### src/rtl/btn_db_pkg.sv
// Shared definitions for the button debounce / one-shot block.
// State encodings are kept here so other blocks can decode the FSM if needed.
package btn_db_pkg;

    // Debounce FSM states; all four 2-bit encodings are assigned.
    typedef enum logic [1:0] {
        IDLE_LO   = 2'b00,
        WAIT_HI   = 2'b01,
        STABLE_HI = 2'b10,
        WAIT_LO   = 2'b11
    } db_state_t;

    // Registered debounced level for a given state.
    function automatic logic state_level(input db_state_t s);
        return (s == STABLE_HI) || (s == WAIT_LO);
    endfunction

endpackage

### src/rtl/sync_2ff.sv
// Two-flop synchronizer for a single asynchronous level.
// Reusable by any block that needs to bring a raw input into the clk domain.
module sync_2ff (
    input  logic clk,
    input  logic reset_n,
    input  logic d,
    output logic q
);

    logic meta;

    // Shift the raw level through two flops; asynchronous clear to 0.
    always_ff @(posedge clk or negedge reset_n) begin
        if (!reset_n) begin
            meta <= 1'b0;
            q    <= 1'b0;
        end else begin
            meta <= d;
            q    <= meta;
        end
    end

endmodule

### src/rtl/btn_debounce_oneshot.sv
// Button debouncer with optional rising-edge one-shot.
// btn_in is synchronized, then a four-state FSM requires DB_COUNT consecutive
// stable cycles before the debounced level x_out changes. Any reversal during
// qualification aborts it.
// Optional feature macro: BTN_DB_ONESHOT_EN -- when defined, pulse_out is a
// registered single-cycle strobe coincident with x_out rising; when undefined,
// pulse_out is tied to 0 and no edge-detect logic exists.
module btn_debounce_oneshot
    import btn_db_pkg::*;
#(
    parameter int DB_COUNT = 500000,
    parameter int CNT_W    = 20
) (
    input  logic clk,
    input  logic reset_n,
    input  logic btn_in,
    output logic x_out,
    output logic pulse_out,
    output logic busy
);

    localparam logic [CNT_W-1:0] CNT_MAX = CNT_W'(DB_COUNT - 1);

    logic             sync;
    db_state_t        state;
    logic [CNT_W-1:0] cnt;
`ifdef BTN_DB_ONESHOT_EN
    logic             pulse_q;
`endif

    sync_2ff u_sync (
        .clk     (clk),
        .reset_n (reset_n),
        .d       (btn_in),
        .q       (sync)
    );

    // Debounce FSM with counter; x_out/busy/pulse are registered alongside the state.
    always_ff @(posedge clk or negedge reset_n) begin
        if (!reset_n) begin
            state <= IDLE_LO;
            cnt   <= '0;
            x_out <= 1'b0;
            busy  <= 1'b0;
`ifdef BTN_DB_ONESHOT_EN
            pulse_q <= 1'b0;
`endif
        end else begin
`ifdef BTN_DB_ONESHOT_EN
            pulse_q <= 1'b0;
`endif
            case (state)
                IDLE_LO: begin
                    if (sync) begin
                        state <= WAIT_HI;
                        cnt   <= '0;
                        busy  <= 1'b1;
                    end
                end
                WAIT_HI: begin
                    if (!sync) begin
                        state <= IDLE_LO;
                        cnt   <= '0;
                        busy  <= 1'b0;
                    end else if (cnt == CNT_MAX) begin
                        state <= STABLE_HI;
                        cnt   <= '0;
                        busy  <= 1'b0;
                        x_out <= 1'b1;
`ifdef BTN_DB_ONESHOT_EN
                        pulse_q <= 1'b1;
`endif
                    end else begin
                        cnt <= cnt + 1'b1;
                    end
                end
                STABLE_HI: begin
                    if (!sync) begin
                        state <= WAIT_LO;
                        cnt   <= '0;
                        busy  <= 1'b1;
                    end
                end
                WAIT_LO: begin
                    if (sync) begin
                        state <= STABLE_HI;
                        cnt   <= '0;
                        busy  <= 1'b0;
                    end else if (cnt == CNT_MAX) begin
                        state <= IDLE_LO;
                        cnt   <= '0;
                        busy  <= 1'b0;
                        x_out <= 1'b0;
                    end else begin
                        cnt <= cnt + 1'b1;
                    end
                end
                default: begin
                    state <= IDLE_LO;
                    cnt   <= '0;
                    busy  <= 1'b0;
                    x_out <= state_level(IDLE_LO);
                end
            endcase
        end
    end

`ifdef BTN_DB_ONESHOT_EN
    assign pulse_out = pulse_q;
`else
    assign pulse_out = 1'b0;
`endif

endmodule

### config.mk
export PLATFORM = sky130hd
export DESIGN_NAME = btn_debounce_oneshot
export DESIGN_NICKNAME = d
export VERILOG_FILES = /design/src/rtl/btn_db_pkg.sv /design/src/rtl/sync_2ff.sv /design/src/rtl/btn_debounce_oneshot.sv
export SDC_FILE = /design/constraint.sdc
export NUM_CORES = 1
export LEC_CHECK = 0
export BUFFER_PORTS_ARGS = -buffer_cell sky130_fd_sc_hd__buf_4
export CAP_MARGIN = 20
export CORE_MARGIN = 5
export CORE_UTILIZATION = 40
export CTS_CLUSTER_SIZE = 16
export DETAILED_ROUTE_END_ITERATION = 10
export PLACE_DENSITY_LB_ADDON = 0.3
export SYNTH_ARGS = -nofsm -noshare
export SYNTH_HDL_FRONTEND = slang
export SYNTH_HIERARCHICAL = 1
export SYNTH_SLANG_ARGS = --single-unit
### constraint.sdc
create_clock -name clk -period 2.25 [get_ports clk]
set_clock_uncertainty 0.1 [all_clocks]
set_input_delay 0 -clock clk [delete_from_list [all_inputs] [get_ports clk]]
set_output_delay 0 -clock clk [all_outputs]
set_load 0.01 [all_outputs]
==> results.md, run 1 <==
- Placed Instances: 198
- First-pass GRT wire length: 5.209 mm
- NumNets Final: 165
- Metal-1 WL: 1.412 mm
- VDD IR max: 448.5 uV
- CP bufs+invs: 0
- Worst EP arrival: 2290 ps
- #FFs+latches synth: 26
- Final setup vio count: 0
- Initial antenna violation count: 0
- Fin crit share: 94.14%
- Post-synth top cells: dfrtp_1, nand2_1, o21ai_1
- Detail Route Antenna Nets: 0
- Cell with the largest stage delay on the worst path: or4_1
- DIE AREA: 4743 um^2
- RSZ-0062 raised after global routing: no
- DR pass1 iterations: 4
- Synth warnings: 6
- Status: finished, final reports clean
- Final TNS setup: 0 ps
- Clk root buf: clkbuf_4
- Largest area contributor in the netlist: dfrtp_1
- Skew-Pair Late Insertion Delay: 320 ps
- Syn nets: 158
- CTS tree: done
- CTS H-tree lvls: 1
- RR Endpoint: cnt[16]$_DFFE_PN0P_
- Count leader, synth: dfrtp_1
- Power Dens Cells: 869.2 nW/um^2
- Yosys cell types: 41
- Highest metal layer with signal wires: met4
- WL final: 2.963 mm
- Sink Count: 26
- # resized after CTS: 0
- Top cell type's share of synthesized area: 46.93%
- Vias in the first global route: 1125
- Slew of the pin with the lowest slew margin: 972.2 ps
- Fin crit period: 2118 ps
- Global route overflow: 0
- Non-filler instance count after layout: 206
- Largest delay share family, worst path: simple AND/OR/NAND/NOR gates
- Max-Cap Viols: 0
- CTS max path bufs: 2
- Critical path data required time: 2420 ps
- Hold Fails Final Rpt: 0
- Core Area: 3337 um^2
- Std-Cell Rows: 21
- Post-synth EDFFs: 0
- Design Area, Final: 1541 um^2
- Clock-pin transition on the worst setup and hold timing paths: 140 ps
- Proportion of layout cells with a drive suffix above 1: 8.750%
- Port bufs: 4
- Number of CTS-inserted buffers: 3
- Initial core utilization: 41.54%
- Pwr Total: 0.001340 W
- Post-DP HPWL: 2.074 mm
- RR Startpoint: cnt[0]$_DFFE_PN0P_
- Area after DPL: 1449 um^2
- F_max: 472.1 MHz
- Area grow syn2layout: 11.19%
- DRC viols: 0
- Max Slew Vio Count: 0
- Hold path start: btn_in
- Pleak: 0.6525 nW
- Worst Hold Path Cells: 2
- Worst setup SP type: flip-flop
- Die W: 68.87 um
- Critical path fanouts, max: 8
- # hold bufs at CTS: 4
- FFs w/ async S/R, synth: 100.0%
- Global Route Usage Sum: 14.61%
- Slowest stage delay, CP: 520 ps
- Post-CTS setup buffer count: 0
- Synth top area cells: dfrtp_1, nand2_1, o21ai_1
- Largest net degree at the start of global routing: 16
- DR vias: 1161
- Cell Chain, Critical Path: ha_1 -> nand4_1 -> nor2_1 -> a31o_1 -> or4_1 -> a21bo_1
- N_diodes: 0
- Hold_ws: 240.7 ps
- Avg WL per Cell: 14.38 um
- Critical Path End Type: flip-flop
- Worst slew margin: 34.95%
- Met3 wire len: 87 um
- Post-synthesis sequential area ratio: 46.93%
- Synthesized instance count: 154
- Hold Crit Class: in2reg
- 1st-iter DRT viols: 110
- DR vias/cell: 5.636
- Syn avg cell area: 9.002 um^2
- Die Y: 68.87 um
- GP Congestion: 0.8241
- WL met2: 1.440 mm
- Cells on worst reg2reg path: 6
- Worst min-delay path endpoint: u_sync/meta$_DFF_PN0_
- # IOs: 6
- Fill count: 335
- Post-synthesis cell area: 1386 um^2
- R2r setup slk: 130 ps
- Crit path kind: reg2reg
- Most used DFF post-synth: dfrtp_1
area by class of cell:
cell class / count / area, um^2 / share of cell area (%)
tap: 46 / 57.56 / 3.734
inverter: 1 / 3.754 / 0.2435
multi-input combinational: 118 / 684.4 / 44.40
timing repair buffer: 11 / 92.59 / 6.006
sequential: 26 / 650.6 / 42.21
clock inverter: 1 / 30.03 / 1.948
clock buffer: 3 / 22.52 / 1.461
metal layers:
layer  global-route usage (%)  up-vias
li1                         -      575
met1                    19.51      569
met2                    23.81       15
met3                    3.404        2
met4                    3.650        0
met5                        0        -
worst max path at each step:
stage	depth (start not counted)	slack, ps	endpoint	start
after global placement	6	230	cnt[16]$_DFFE_PN0P_	cnt[0]$_DFFE_PN0P_
after floorplan	6	390	cnt[16]$_DFFE_PN0P_	cnt[0]$_DFFE_PN0P_
final	6	130	cnt[16]$_DFFE_PN0P_	cnt[0]$_DFFE_PN0P_
after detailed placement	6	180	cnt[16]$_DFFE_PN0P_	cnt[0]$_DFFE_PN0P_
after CTS	6	140	cnt[16]$_DFFE_PN0P_	cnt[0]$_DFFE_PN0P_
after global routing	7	5	cnt[10]$_DFFE_PN0P_	cnt[0]$_DFFE_PN0P_
worst reg2reg max path, stage by stage, from the launching register on:
cell and delay [ps]:
dfrtp_1 440, ha_1 270, nand4_1 160, nor2_1 80
a31o_1 300, or4_1 520, a21bo_1 190
metrics by stage:
step                      setup WS (ps)  util (%)
after floorplan                   386.4         -
after global placement            228.9     43.42
after detailed placement          176.9     43.42
after CTS                         143.1     46.19
after global routing              4.738     46.19
final                             131.9     46.19
sequential cells by signal, summed over array words and instances, names as in the netlist, named ones only:
| name | flops |
|---|---|
| u_sync/meta | 1 |
| cnt | 20 |
| u_sync/q | 1 |
| state | 1 |
| busy | 1 |
| x_out | 1 |
where the power goes:
group,internal [W],switching [W],leakage (nW)
sequential,0.000515,0.0000509,0.350
combinational,0.000167,0.000285,0.274
clock,0.000180,0.000142,0.0279
total,0.000863,0.000477,0.652
placed cells by master, fill, tap and decap left out, types with 2 or more instances in the layout:
cell	n
nand4_1	4
clkbuf_4	3
a21oi_1	5
and3_1	2
nand2b_1	2
nor2_1	9
or4_1	2
a31oi_1	3
xnor2_1	3
dlygate4sd3_1	4
dfrtp_1	26
a21o_1	3
and4_1	4
nand2_1	22
o21ai_1	13
o31ai_1	2
nor4_1	3
o21ai_0	3
nor3_1	7
buf_4	7
nand3_1	12
cell families after synthesis:
group           Yosys count  share of synthesized area, %
buf+inv                  10                         3.700
other cells               1                        0.2705
mux                       2                         1.624
fa+ha+maj                 1                        0.9024
simple gates             74                         27.44
xor+xnor                  4                         3.069
compound gates           36                         16.06
flops                    26                         46.93
(Power assumes the default switching activity.)
==> inputs of run 2 (changes only) <==
- SYNTH_HIERARCHICAL: 1 -> not set
==> results.md, run 2 <==
- Status: finished, final reports clean
- WL met2: 1.431 mm
- Global route overflow: 0
- # resized after CTS: 0
- Count leader, synth: dfrtp_1
- Most used DFF post-synth: dfrtp_1
- Clock-pin transition on the worst setup and hold timing paths: 160 ps
- Initial core utilization: 42.27%
- Post-synth EDFFs: 0
- Area grow syn2layout: 10.31%
- GP Congestion: 0.7553
- Core Area: 3416 um^2
- NumNets Final: 158
- DR pass1 iterations: 4
- Critical Path End Type: async pin
- Fin crit share: 88.08%
- Post-synthesis cell area: 1444 um^2
- Sink Count: 26
- Crit path top cell by count: dlygate4sd3_1
- Area after DPL: 1500 um^2
- WL final: 3.021 mm
- Cell Chain, Critical Path: dlygate4sd3_1 -> dlygate4sd3_1 -> buf_4 -> dlygate4sd3_1
- # hold bufs at CTS: 4
- VDD IR max: 456.7 uV
- Met3 wire len: 124 um
- Worst EP arrival: 2310 ps
- CTS max path bufs: 2
- Top cell type's share of synthesized area: 45.06%
- Std-Cell Rows: 21
- Skew-Pair Late Insertion Delay: 330 ps
- #FFs+latches synth: 26
- Post-DP HPWL: 2.044 mm
- RSZ-0062 raised after global routing: no
- CTS tree: done
- DR vias: 1150
- Fin util: 46.63%
- # IOs: 6
- Most frequent cells in the layout: dfrtp_1, o21ai_0, a21oi_1
- Clk root buf: clkbuf_4
- DRC viols: 0
- Pleak: 0.6867 nW
- Critical path data required time: 2580 ps
- Worst setup SP type: input pin
- Fill count: 346
- FFs w/ async S/R, synth: 100.0%
- Avg WL per Cell: 15.18 um
- DR vias/cell: 5.779
- Largest area contributor in the netlist: dfrtp_1
- Hold Fails Final Rpt: 0
- Cell with the largest stage delay on the worst path: dlygate4sd3_1
- Synth top area cells: dfrtp_1, a31oi_1, a21oi_1
- Final setup vio count: 0
- Worst slew margin: 52.85%
- Vias in the first global route: 1111
- Max-Cap Viols: 0
- Fin crit period: 1982 ps
- Most common cell after layout, fill and taps aside: dfrtp_1
- Design Area, Final: 1593 um^2
- Proportion of layout cells with a drive suffix above 1: 16.99%
- Detail Route Antenna Nets: 0
- Critical path fanouts, max: 15
- Post-CTS setup buffer count: 0
- Largest net degree at the start of global routing: 28
- Largest register FFs: 20
- CTS H-tree lvls: 1
- Largest Register: cnt
- DIE AREA: 4911 um^2
- Synthesized instance count: 143
- Post-synth top cells: dfrtp_1, a21oi_1, o21ai_0
- Syn avg cell area: 10.10 um^2
- Die Y: 70.08 um
- Highest metal layer with signal wires: met4
- Slowest stage delay, CP: 1040 ps
- Port bufs: 4
- Synth warnings: 0
- Max Slew Vio Count: 0
- First-pass GRT wire length: 5.250 mm
- Crit path kind: in2async
- Global Route Usage Sum: 13.23%
- Yosys cell types: 50
- F_max: 504.6 MHz
- N_diodes: 0
- Number of CTS-inserted buffers: 3
- Post-synthesis sequential area ratio: 45.06%
- 1st-iter DRT viols: 45
- Metal-1 WL: 1.447 mm
- Final TNS setup: 0 ps
- Die W: 70.08 um
- Slew of the pin with the lowest slew margin: 704.9 ps
- Power Dens Cells: 874.2 nW/um^2
- Syn nets: 147
- Hold Crit Class: in2reg
- Initial antenna violation count: 0
## run 2: changes by cell type in the layout (fill, tap and decap cells not counted), moves of 6 or more
cell and delta:
a21oi_1 +6, a31oi_1 +7, nand2_1 -12, o21ai_0 +8, o21ai_1 -13
## run 2: worst paths after layout
kind | start | to | slack [ps] | cells past startpoint
max in group clk | cnt[0]$_DFFE_PN0P_ | cnt[3]$_DFFE_PN0P_ | 270 | 7
max | reset_n | async pin | 270 | 4
min in group asynchronous | reset_n | cnt[11]$_DFFE_PN0P_ | 460 | 3
min | btn_in | u_sync.meta$_DFF_PN0_ | 210 | 2
max reg2reg | cnt[0]$_DFFE_PN0P_ | cnt[3]$_DFFE_PN0P_ | 270 | 7
min reg2reg | u_sync.meta$_DFF_PN0_ | u_sync.q$_DFF_PN0_ | 270 | 0
## run 2: metrics by stage
step	hold WS, ps	setup WS, ps	total power [W]	instances
CTS	197.8	204.5	0.001395	199
detailed placement	-167.9	288.9	0.001057	191
finish	207.8	268.2	0.001392	199
global route	189.4	42.00	0.001475	199
global placement	-175.9	329.0	0.001041	191
floorplan	-395.6	438.6	0.0009989	143
## run 2: cell type report
type                       instances  area, um^2  area share (%)
inverter                           5       18.77           1.178
multi-input combinational        107       720.7           45.25
clock buffer                       3       22.52           1.414
sequential                        26       650.6           40.85
tap                               46       57.56           3.614
clock inverter                     1       30.03           1.885
timing repair buffer              11       92.59           5.813
## run 2: logic make-up after synthesis
| family | share of synthesized area [%] |
|---|---|
| AO/OA/AOI/OAI | 21.49 |
| XOR/XNOR | 1.127 |
| adder cells (fa/ha/maj) | 0.8664 |
| buffers and inverters | 5.026 |
| flip-flops | 45.06 |
| multiplexers | 1.733 |
| other | 0.2597 |
| AND/OR/NAND/NOR | 24.44 |
## run 2: worst max-delay path, delay by kind of cell
| kind | cells | cell delay (ps) |
|---|---|---|
| buffers and inverters | 4 | 2310 |
## run 2: metal layers
layer / track usage, % / vias up
met3: 3.587 / 2
met1: 18.01 / 569
met2: 21.20 / 22
li1: - / 557
met4: 2.553 / 0
met5: 0 / -
## run 2: report_power, final
part           leakage (nW)  switching [W]  internal [W]
clock                0.0279       0.000155      0.000180
sequential            0.350      0.0000564      0.000513
combinational         0.309       0.000296      0.000192
total                 0.687       0.000507      0.000885
==> inputs of run 3 (changes only) <==
- CORE_UTILIZATION: 40 -> 60
==> results.md, run 3 (synthesized netlist as in run 2, its figures left out) <==
- CTS max path bufs: 2
- Std-Cell Rows: 17
- Critical Path End Type: async pin
- Most frequent cells in the layout: dfrtp_1, o21ai_0, a21oi_1
- Status: finished, final reports clean
- DIE AREA: 3487 um^2
- Largest Register: cnt
- Largest register FFs: 20
- Area grow syn2layout: 11.27%
- Hold Fails Final Rpt: 0
- Final TNS setup: 0 ps
- First-pass GRT wire length: 5.285 mm
- Global Route Usage Sum: 20.27%
- Reg power frac: 40.8%
- Clk root buf: clkbuf_4
- Skew-Pair Late Insertion Delay: 330 ps
- DR vias: 1176
- DRC viols: 0
- VDD IR max: 727.9 uV
- Fin crit period: 2031 ps
- 1st-iter DRT viols: 35
- Initial antenna violation count: 0
- Worst Hold Path Cells: 2
- F_max: 492.4 MHz
- Post-CTS setup buffer count: 0
- Crit path kind: in2async
- Critical path fanouts, max: 17
- Proportion of layout cells with a drive suffix above 1: 19.23%
- Pre-CTS WS: 57.64 ps
- Pint: 0.0008897 W
- Pleak: 0.7033 nW
- DR pass1 iterations: 4
- Sink Count: 26
- Power Dens Cells: 872.1 nW/um^2
- Most common cell after layout, fill and taps aside: dfrtp_1
- Final setup vio count: 0
- Die Y: 59.06 um
- Worst setup SP type: input pin
- Clock power frac: 23.6%
- CTS tree: done
- Clock-pin transition on the worst setup and hold timing paths: 150 ps
- Detail Route Antenna Nets: 0
- Fin crit share: 90.26%
- Hold Crit Class: in2reg
- Max-Cap Viols: 0
- CTS H-tree lvls: 1
- N_diodes: 0
- Initial core utilization: 64.04%
- Pwr Total: 0.001401 W
- Port bufs: 4
- NumNets Final: 161
- Logic pwr share: 35.6%
- Worst EP arrival: 2330 ps
- Final worst setup slack: 219.1 ps
- Post-DP HPWL: 2.107 mm
- Slew of the pin with the lowest slew margin: 764.2 ps
- Vias in the first global route: 1101
- Sw power: 0.0005113 W
- Avg WL per Cell: 17.04 um
- Critical path data required time: 2550 ps
- Largest net degree at the start of global routing: 24
- Core Area: 2255 um^2
- Worst slew margin: 48.89%
- RSZ-0062 raised after global routing: no
- DR vias/cell: 6.391
- Global route overflow: 0
- Die W: 59.06 um
- GP Congestion: 0.8244
- Sw Share: 36.49%
- Max Slew Vio Count: 0
- # IOs: 6
- Cells on worst reg2reg path: 6
- Number of CTS-inserted buffers: 3
- WL final: 3.136 mm
==> run 3: changes by cell type in the layout (fill, tap and decap cells not counted) <==
cell,before,now
a21oi_2,1,0
a21oi_4,0,1
buf_4,7,10
nor4_1,2,1
nor4_2,0,1
==> run 3: worst max-delay path: stages <==
cell	delay, ps
dlygate4sd3_1	520
dlygate4sd3_1	550
buf_4	190
dlygate4sd3_1	1070
==> run 3: worst paths after layout <==
check,start,end,slack (ps)
worst max-delay path,reset_n,cnt[18]$_DFFE_PN0P_,220
worst max register to register,cnt[0]$_DFFE_PN0P_,cnt[14]$_DFFE_PN0P_,220
worst min register to register,u_sync.meta$_DFF_PN0_,u_sync.q$_DFF_PN0_,270
worst min-delay path,btn_in,u_sync.meta$_DFF_PN0_,200
max in group clk,cnt[0]$_DFFE_PN0P_,cnt[14]$_DFFE_PN0P_,220
min in group asynchronous,reset_n,cnt[16]$_DFFE_PN0P_,460
==> run 3: cell type report <==
cell class | count | area [um^2]
clock buffer | 3 | 22.52
clock inverter | 1 | 30.03
fill | 174 | 648.1
inverter | 5 | 18.77
multi-input combinational | 107 | 734.5
sequential | 26 | 650.6
tap | 28 | 35.03
timing repair buffer | 14 | 115.1
==> run 3: timing repair <==
item / in CTS / in global routing
endpoints found under the hold margin: 27 / 0
hold buffers: 4 / 0
setup endpoints to repair: 0 / 12
resized for setup: 0 / 2
==> run 3: power by group through the flow <==
| stage | Combinational (W) | Clock (W) | Sequential [W] |
|---|---|---|---|
| after CTS | 0.000488 | 0.000332 | 0.000568 |
| after detailed placement | 0.000481 | 0 | 0.000578 |
| after global placement | 0.000458 | 0 | 0.000574 |
| after global routing | 0.000542 | 0.000347 | 0.000579 |
| after floorplan | 0.000436 | 0 | 0.000563 |
| final | 0.000498 | 0.000331 | 0.000571 |
==> run 3: layer usage <==
metal	vias up	wire (um)	global-route usage (%)
li1	565	-	-
met1	574	1504	29.24
met2	32	1451	30.44
met3	5	135	3.486
met4	0	45	7.443
met5	-	0	0
==> run 3: stage by stage <==
stage                     instances  hold WS (ps)  util [%]  instance area, um^2
after floorplan                 143        -395.6         -                 1444
after global placement          176        -176.1     66.54                 1500
after detailed placement        176        -174.8     66.54                 1500
after CTS                       184         195.4     70.64                 1593
after global routing            184         211.1     71.25                 1607
final                           184         203.0     71.25                 1607
